File: src/rtl/block_dispatch_sched.sv
// Block dispatch scheduler: queues instruction blocks from the IFE source and
// dispatches them to the Nebula cores. Parallel blocks go round-robin to free
// cores; serial blocks wait for all cores to drain, then run alone on core 0.
// Optional per-core watchdog is enabled by defining DISPATCH_TIMEOUT_EN.
module block_dispatch_sched #(
    parameter int unsigned NUM_CORES   = 2,
    parameter int unsigned FIFO_DEPTH  = 4,
    parameter int unsigned ID_W        = 8,
    parameter int unsigned WORDS       = 4,
    parameter int unsigned TIMEOUT_CYC = 1024
) (
    input  logic                           clk,
    input  logic                           rst_n,
    input  logic                           in_valid,
    output logic                           in_ready,
    input  logic [ID_W-1:0]                in_id,
    input  logic [WORDS*32-1:0]            in_data,
    input  logic                           in_serial,
    input  logic [NUM_CORES-1:0]           core_busy,
    input  logic [NUM_CORES-1:0]           core_commit,
    output logic [NUM_CORES-1:0]           disp_valid,
    output logic [ID_W-1:0]                disp_id,
    output logic [WORDS*32-1:0]            disp_data,
    output logic [NUM_CORES-1:0]           outstanding,
    output logic [$clog2(FIFO_DEPTH):0]    fifo_count,
    output logic                           idle,
    output logic                           err_commit,
    output logic                           timeout_err
);

    localparam int unsigned DATA_W = WORDS * 32;
    localparam int unsigned PTR_W  = $clog2(FIFO_DEPTH);
    localparam int unsigned CNT_W  = $clog2(FIFO_DEPTH) + 1;
    localparam int unsigned RR_W   = $clog2(NUM_CORES);

    typedef enum logic [1:0] {
        RUN    = 2'd0,
        DRAIN  = 2'd1,
        SERIAL = 2'd2
    } state_t;

    state_t                 state, state_nxt;
    logic [RR_W-1:0]        rr, rr_nxt, pick;
    logic [PTR_W-1:0]       wr_ptr, rd_ptr;
    logic [ID_W-1:0]        id_mem   [FIFO_DEPTH];
    logic [DATA_W-1:0]      data_mem [FIFO_DEPTH];
    logic [FIFO_DEPTH-1:0]  ser_mem;
    logic                   push, pop, found;
    logic [NUM_CORES-1:0]   free, disp_c, to_hit;
    logic [RR_W:0]          sum;

    assign in_ready = (fifo_count < CNT_W'(FIFO_DEPTH));
    assign push     = in_valid && in_ready;
    assign free     = ~core_busy & ~outstanding;
    assign idle     = (fifo_count == '0) && (outstanding == '0) && (state == RUN);

    // Queue storage; contents need no reset since pointers define validity
    always_ff @(posedge clk) begin
        if (push) begin
            id_mem[wr_ptr]   <= in_id;
            data_mem[wr_ptr] <= in_data;
            ser_mem[wr_ptr]  <= in_serial;
        end
    end

    // Round-robin core pick and RUN/DRAIN/SERIAL next-state logic
    always_comb begin
        state_nxt = state;
        rr_nxt    = rr;
        pop       = 1'b0;
        disp_c    = '0;
        found     = 1'b0;
        pick      = '0;
        sum       = '0;
        for (int k = 0; k < int'(NUM_CORES); k++) begin
            sum = {1'b0, rr} + (RR_W+1)'(k);
            if (sum >= (RR_W+1)'(NUM_CORES)) sum = sum - (RR_W+1)'(NUM_CORES);
            if (!found && free[RR_W'(sum)]) begin
                found = 1'b1;
                pick  = RR_W'(sum);
            end
        end
        case (state)
            RUN: begin
                if (fifo_count != '0) begin
                    if (ser_mem[rd_ptr]) begin
                        state_nxt = DRAIN;
                    end else if (found) begin
                        pop    = 1'b1;
                        disp_c = NUM_CORES'(1) << pick;
                        rr_nxt = (pick == RR_W'(NUM_CORES - 1)) ? '0 : pick + RR_W'(1);
                    end
                end
            end
            DRAIN: begin
                if ((outstanding == '0) && !core_busy[0]) begin
                    pop       = 1'b1;
                    disp_c    = NUM_CORES'(1);
                    state_nxt = SERIAL;
                end
            end
            SERIAL: begin
                if (core_commit[0] || to_hit[0]) state_nxt = RUN;
            end
            default: state_nxt = RUN;
        endcase
    end

    // State, pointers, outstanding tracking and registered dispatch outputs
    always_ff @(posedge clk) begin
        if (!rst_n) begin
            state       <= RUN;
            rr          <= '0;
            wr_ptr      <= '0;
            rd_ptr      <= '0;
            fifo_count  <= '0;
            outstanding <= '0;
            disp_valid  <= '0;
            disp_id     <= '0;
            disp_data   <= '0;
            err_commit  <= 1'b0;
        end else begin
            state       <= state_nxt;
            rr          <= rr_nxt;
            if (push) wr_ptr <= wr_ptr + PTR_W'(1);
            if (pop)  rd_ptr <= rd_ptr + PTR_W'(1);
            fifo_count  <= fifo_count + CNT_W'(push) - CNT_W'(pop);
            outstanding <= (outstanding & ~core_commit & ~to_hit) | disp_c;
            disp_valid  <= disp_c;
            if (pop) begin
                disp_id   <= id_mem[rd_ptr];
                disp_data <= data_mem[rd_ptr];
            end
            err_commit  <= err_commit | (|(core_commit & ~outstanding));
        end
    end

`ifdef DISPATCH_TIMEOUT_EN
    localparam int unsigned TO_W = $clog2(TIMEOUT_CYC + 1);

    logic [TO_W-1:0] to_cnt [NUM_CORES];
    logic            timeout_q;

    // Watchdog fires on the cycle a core has been outstanding TIMEOUT_CYC edges
    always_comb begin
        to_hit = '0;
        for (int i = 0; i < int'(NUM_CORES); i++) begin
            to_hit[i] = outstanding[i] && (to_cnt[i] == TO_W'(TIMEOUT_CYC - 1));
        end
    end

    // Per-core watchdog counters, restarted by each dispatch
    always_ff @(posedge clk) begin
        if (!rst_n) begin
            for (int i = 0; i < int'(NUM_CORES); i++) to_cnt[i] <= '0;
            timeout_q <= 1'b0;
        end else begin
            for (int i = 0; i < int'(NUM_CORES); i++) begin
                if (disp_c[i])                        to_cnt[i] <= '0;
                else if (outstanding[i] && !to_hit[i]) to_cnt[i] <= to_cnt[i] + TO_W'(1);
                else                                   to_cnt[i] <= '0;
            end
            timeout_q <= timeout_q | (|to_hit);
        end
    end

    assign timeout_err = timeout_q;
`else
    logic unused_timeout_cfg;

    assign to_hit             = '0;
    assign timeout_err        = 1'b0;
    assign unused_timeout_cfg = ^32'(TIMEOUT_CYC);
`endif

endmodule

File: config.mk
export PLATFORM = sky130hd
export DESIGN_NAME = block_dispatch_sched
export DESIGN_NICKNAME = d
export VERILOG_FILES = /design/src/rtl/block_dispatch_sched.sv
export SDC_FILE = /design/constraint.sdc
export NUM_CORES = 1
export LEC_CHECK = 0
export BUFFER_PORTS_ARGS = -buffer_cell sky130_fd_sc_hd__buf_4
export CORE_MARGIN = 4
export CORE_UTILIZATION = 52
export DETAILED_ROUTE_END_ITERATION = 10
export GPL_ROUTABILITY_DRIVEN = 0
export MAX_ROUTING_LAYER = met4
export PLACE_DENSITY = 0.75
export SYNTH_ARGS = -nofsm -noshare
export SYNTH_HDL_FRONTEND = slang
export SYNTH_SLANG_ARGS = --single-unit
File: constraint.sdc
create_clock -name clk -period 4.8 [get_ports clk]
set_input_delay 0.96 -clock clk [delete_from_list [all_inputs] [get_ports clk]]
set_output_delay 0.96 -clock clk [all_outputs]
set_load 0.02 [all_outputs]
Word level (Yosys, flattened, before mapping). Memory sizes are Yosys's and may differ from the RTL's. A register that Yosys moved wholly into a read port is not among the register bits. Index checks and enable logic that the tools add are counted.

Flip-flop bits (word level): 19. Logic and storage cells: 93. Output and inout port bits: 147. Bits in writable memories: 544. Memories kept: 2. Input bits: 144.

Memory list: data_mem (words 4, width 128, rd ports 1, clocked after Yosys merged registers in 1, wr ports 1, RTL line 46) `logic [DATA_W-1:0] data_mem [FIFO_DEPTH];`; id_mem (words 4, width 8, rd ports 1, clocked after Yosys merged registers in 1, wr ports 1, RTL line 45) `logic [ID_W-1:0] id_mem [FIFO_DEPTH];`.

Order comparisons: 8. Reductions and logical operators: 17. Equality and inequality tests: 6. $add $sub $neg: 8. Shifts and indexed selects: 1. Mux-type cells: 33. Bitwise gates (word level): 9.

Operators by type and width (count): 2-to-1 mux 1 bit (20); 2-to-1 mux 2 bit (7); AND reduction 4 bit (2); AND 2 bit (3); logical AND 1 bit (6); < comparator 2 x 3 -> 1 bit (second input constant) (2); inverter 2 bit (3); one-hot mux 2 bit (3 select lines) (1); adder 2 x 1 -> 2 bit (second input constant) (2); bitwise mux 4 bit (1); zero test 1 bit (4); zero test 2 bit (2); < comparator 1 x 2 -> 1 bit (second input constant) (2); != test 2 x 1 -> 1 bit (second input constant) (2); != test 2 bit (second input constant) (2); one-hot mux 2 bit (2 select lines) (1); adder 3 x 1 -> 3 bit (1); zero test 3 bit (1); < comparator 3 bit (second input constant) (1); nonzero test 3 bit (1); subtractor 3 x 1 -> 3 bit (1); adder 1 x 1 -> 2 bit (second input constant) (1); binary-select mux 1 bit (select 2 bit) (1); demux 1 bit (select 2 bit) (1); other kinds (13) (14).

Depth between registers and ports, before layout.
Depth after elaboration: 14. Gate-level depth with buffers: 14. Gate-level depth less buffers: 11.

Least setup slack after synthesis. OpenSTA, ideal clock, no wires.

Path type: input to register. Start point: input in_valid. End point: memory data_mem[1][0] (netlist bit) (enable). Required time: 4.287 ns. Arrival time: 4.482 ns. Slack: -0.195 ns. Stages: 3. Library setup time: 0.513 ns. Path through: nor2b_1 clkbuf_1 and2_1.

Longest elaborated chain between the ends: 3.

Ends and longest elaborated chain: start: declaration (RTL line 14) `input logic in_valid,`; logical AND 1 bit (RTL line 53) `assign push = in_valid && in_ready;`; 2-to-1 mux 1 bit (RTL line 59) `if (push) begin`; 2-to-1 mux 1 bit (implied by the code) (RTL line 61) `data_mem[wr_ptr] <= in_data;`; end: declaration (RTL line 46).

No other way between the ends.

Worst setup path in the final report.
Start point: register rd_ptr[0]. End point: register fifo_count[2].

Longest elaborated chain between the ends: 6.

Ends and longest elaborated chain: start: declaration (RTL line 44) `logic [PTR_W-1:0] wr_ptr, rd_ptr;`; start signal: assignment (RTL line 126) `if (pop) rd_ptr <= rd_ptr + PTR_W'(1);`; binary-select mux 1 bit (select 2 bit) (RTL line 86) `if (ser_mem[rd_ptr]) begin`; 2-to-1 mux 1 bit (implied by the code) (RTL line 86); 2-to-1 mux 1 bit (RTL line 86); 2-to-1 mux 1 bit (RTL line 85) `if (fifo_count != '0) begin`; one-hot mux 1 bit (2 select lines) (RTL line 83) `case (state)`; net pop (RTL line 48) `logic push, pop, found;`; subtractor 3 x 1 -> 3 bit (RTL line 127) `fifo_count <= fifo_count + CNT_W'(push) - CNT_W'(pop);`; end signal: assignment (RTL line 127); end: declaration (RTL line 25) `output logic [$clog2(FIFO_DEPTH):0] fifo_count,`.

The timed path passes the listed nets, and every way through them passes these cells. The select of a mux whose other input is x is not followed. A chain may end at the register's enable or synchronous reset.

==> metrics.txt <==
status=complete, no violations; fin util=63.31%; vias in the first global route=15091; remaining antenna violation count after routing=0; Worst Clk Skew=0.01768 ns; # clock sinks=699; via/cell ratio=5.843; Vias=14182; GR Overflow Total=0; # IOs=291; Mean Syn Cell Area=18.19 sq um; number of H-tree levels=3; Synth async-reset ratio=0%; largest net degree at the start of global routing=140; PwrDens=584.9 mW/mm^2; initial antenna violation count=6; CTS tree=yes; Post-synth EDFFs=548; Avg WL per Cell=24.26 um; site row count=81; GRT met3 Usage=4.331%; mapped cell area=0.02584 sq mm; RSZ-0062 raised after global routing=no; Reg area=0.01949 sq mm; CP Data Required Time=5.24 ns; maximum clock rate=304.9 MHz; max-cap viol count=0; CTS Buffer Depth=3; Final Instance Area=0.03106 sq mm; Synthesized Nets=1571; final hold violations=0; setup violators final=0; met2 usage=37.62%; Critical Path End Type=register; CTS Buf Count=72; synthesized instance count=1420; Synth cell types=36; clk slew on worst S/H paths=0.06 ns; full die area=0.05331 sq mm; sequential-to-total area share from yosys stat=75.39%; Main synth FF type=edfxtp_1; DR DRC count=0; core area=0.04905 sq mm; worst-margin pin slew=1.068 ns; global route hottest layer=met2; Post-Layout Cell Count=2427; worst-skew pair later-pin latency=0.59 ns; crit path kind=register to register; port bufs=289; cts repair resizes=0; Max FO, Critical Path=23; Worst Path Arrival=3.72 ns; Vert. Die Dim=230.9 um; Yosys Warn Count=0; Multi-input gate area=0.005793 sq mm; share of cells above drive strength 1=34.66%; CTS Hold Bufs=0; CP startpoint kind=register; total track usage=22.91%; NumNets Final=1848; placed insts=2287; WL final=58.88 mm; static leakage=0.01040 uW; Hold Path Class=register to register; min Tclk post-route=3.279 ns; Root Driver=clkbuf_16; Setup TNS Final=0 ns; Post-DP Area=0.02864 sq mm; FILL cells=3445; Synth Register Bits=699; final worst-path cycle share=68.32%; Slew HR=28.83%; Hold WS=0.4595 ns; met1 Resource Use GR=29.16%; area grow syn2layout=20.20%; first-pass GRT wire length=90.22 mm; Worst VDD drop=0.0005111 V; Detail Placement HPWL=31.12 mm; fin. max-slew vios=0; Initial DRC Count=1276; DRT Pass-1 Iters=5; Die Span X=230.9 um; Initial Util=52.67%; setup bufs post-CTS=0
-- routing by layer --
metal,up-vias,share of wire (%)
met5,-,0
met4,0,2.6
met3,90,6.9
met2,534,51
met1,7343,39
li1,6215,-
-- power by group --
part	switching (uW)	total (uW)	internal, uW
combinational	2640	4640	2000
sequential	498	7960	7460
clock	2190	5570	3370
-- logic make-up after synthesis --
kind of cell | share of synthesized area [%]
xor+xnor | 0.1017
compound gates | 5.579
fa+ha+maj | 0.3681
other cells | 0.01451
flops | 75.39
mux | 11.98
buf+inv | 2.242
simple gates | 4.320
-- registers in the layout, indices dropped and copies added (netlist names) --
signal / cells
outstanding: 2
fifo_count: 3
disp_valid: 2
wr_ptr: 2
disp_data: 128
state: 2
id_mem: 32
data_mem: 512
disp_id: 8
rr: 1
ser_mem: 4
err_commit: 1
rd_ptr: 2
-- placed cells by master (no fill, tap or decap), types with 2 or more instances in the layout --
| master | netlist | layout |
|---|---|---|
| inv_6 | 0 | 4 |
| inv_1 | 10 | 9 |
| mux4_2 | 137 | 137 |
| clkbuf_1 | 52 | 23 |
| dfxtp_1 | 151 | 149 |
| diode_2 | 0 | 6 |
| clkbuf_8 | 0 | 7 |
| edfxtp_1 | 548 | 548 |
| buf_4 | 1 | 300 |
| clkinv_1 | 0 | 9 |
| or3_1 | 2 | 2 |
| nand3_1 | 89 | 89 |
| a21oi_1 | 139 | 139 |
| bufinv_16 | 0 | 6 |
| nand3_2 | 47 | 47 |
| and2_4 | 0 | 4 |
| nand2b_1 | 2 | 2 |
| nor3_1 | 6 | 6 |
| o21a_1 | 2 | 2 |
| dfxtp_4 | 0 | 2 |
| nor2_1 | 9 | 9 |
| clkbuf_16 | 0 | 77 |
| xnor2_1 | 3 | 3 |
| o21ai_0 | 137 | 137 |
| o211a_1 | 2 | 2 |
| nand2_1 | 3 | 3 |
| clkinv_2 | 0 | 8 |
| buf_12 | 0 | 12 |
| ha_1 | 6 | 6 |
-- critical path: stages, from the launching register on --
cell     delay [ns]
dfxtp_4        0.64
mux4_2         0.62
or4_4          0.58
nand2_1        0.09
ha_1           0.22
inv_1          0.06
ha_1           0.12
inv_1          0.05
fa_1           0.39
xnor2_1        0.17
xnor2_1        0.14
nor2_1         0.05
-- final timing paths --
path / end / depth (start not counted) / slack (ns) / from
setup / recovery: fifo_count[2]$_SDFF_PN0_ / 11 / 1.52 / rd_ptr[0]$_SDFFE_PN0P_
hold / removal: disp_data[94]$_SDFFE_PN0P_ / 2 / 0.46 / disp_data[94]$_SDFFE_PN0P_
setup reg to reg: fifo_count[2]$_SDFF_PN0_ / 11 / 1.52 / rd_ptr[0]$_SDFFE_PN0P_
hold reg to reg: disp_data[94]$_SDFFE_PN0P_ / 2 / 0.46 / disp_data[94]$_SDFFE_PN0P_
-- through the flow --
step | total power, uW | setup WS (ns)
detailed placement | 12770 | 1.470
floorplan | 11100 | 1.328
finish | 18170 | 1.521
global route | 19020 | 1.311
global placement | 12680 | 1.419
CTS | 18360 | 1.475
-- cells in the mapped netlist (2+ instances only) --
| cell type | n | area [sq um] |
|---|---|---|
| nor3_1 | 6 | 30.03 |
| a21oi_1 | 139 | 695.7 |
| nand2_1 | 3 | 11.26 |
| xnor2_1 | 3 | 26.28 |
| inv_1 | 10 | 37.54 |
| mux4_2 | 137 | 3085 |
| buf_2 | 19 | 95.09 |
| nand3_2 | 47 | 470.5 |
| edfxtp_1 | 548 | 16460 |
| dfxtp_1 | 151 | 3023 |
| nand2b_1 | 2 | 12.51 |
| buf_1 | 23 | 86.33 |
| o211a_1 | 2 | 20.02 |
| nand3_1 | 89 | 445.4 |
| o21ai_0 | 137 | 685.7 |
| ha_1 | 6 | 75.07 |
| clkbuf_1 | 52 | 195.2 |
| or3_1 | 2 | 12.51 |
| and2_1 | 5 | 31.28 |
| nor2_1 | 9 | 33.78 |
| o21a_1 | 2 | 15.01 |
| buf_6 | 14 | 157.7 |
-- cell type report --
| cell class | count | area share, % |
|---|---|---|
| antenna | 6 | 0.04835 |
| clock buffer | 107 | 6.793 |
| clock inverter | 27 | 0.9307 |
| inverter | 10 | 0.1289 |
| multi-input combinational | 602 | 18.65 |
| sequential | 699 | 62.75 |
| tap | 664 | 2.675 |
| timing repair buffer | 312 | 8.025 |
Note: power is estimated with default switching activity, not from simulation.
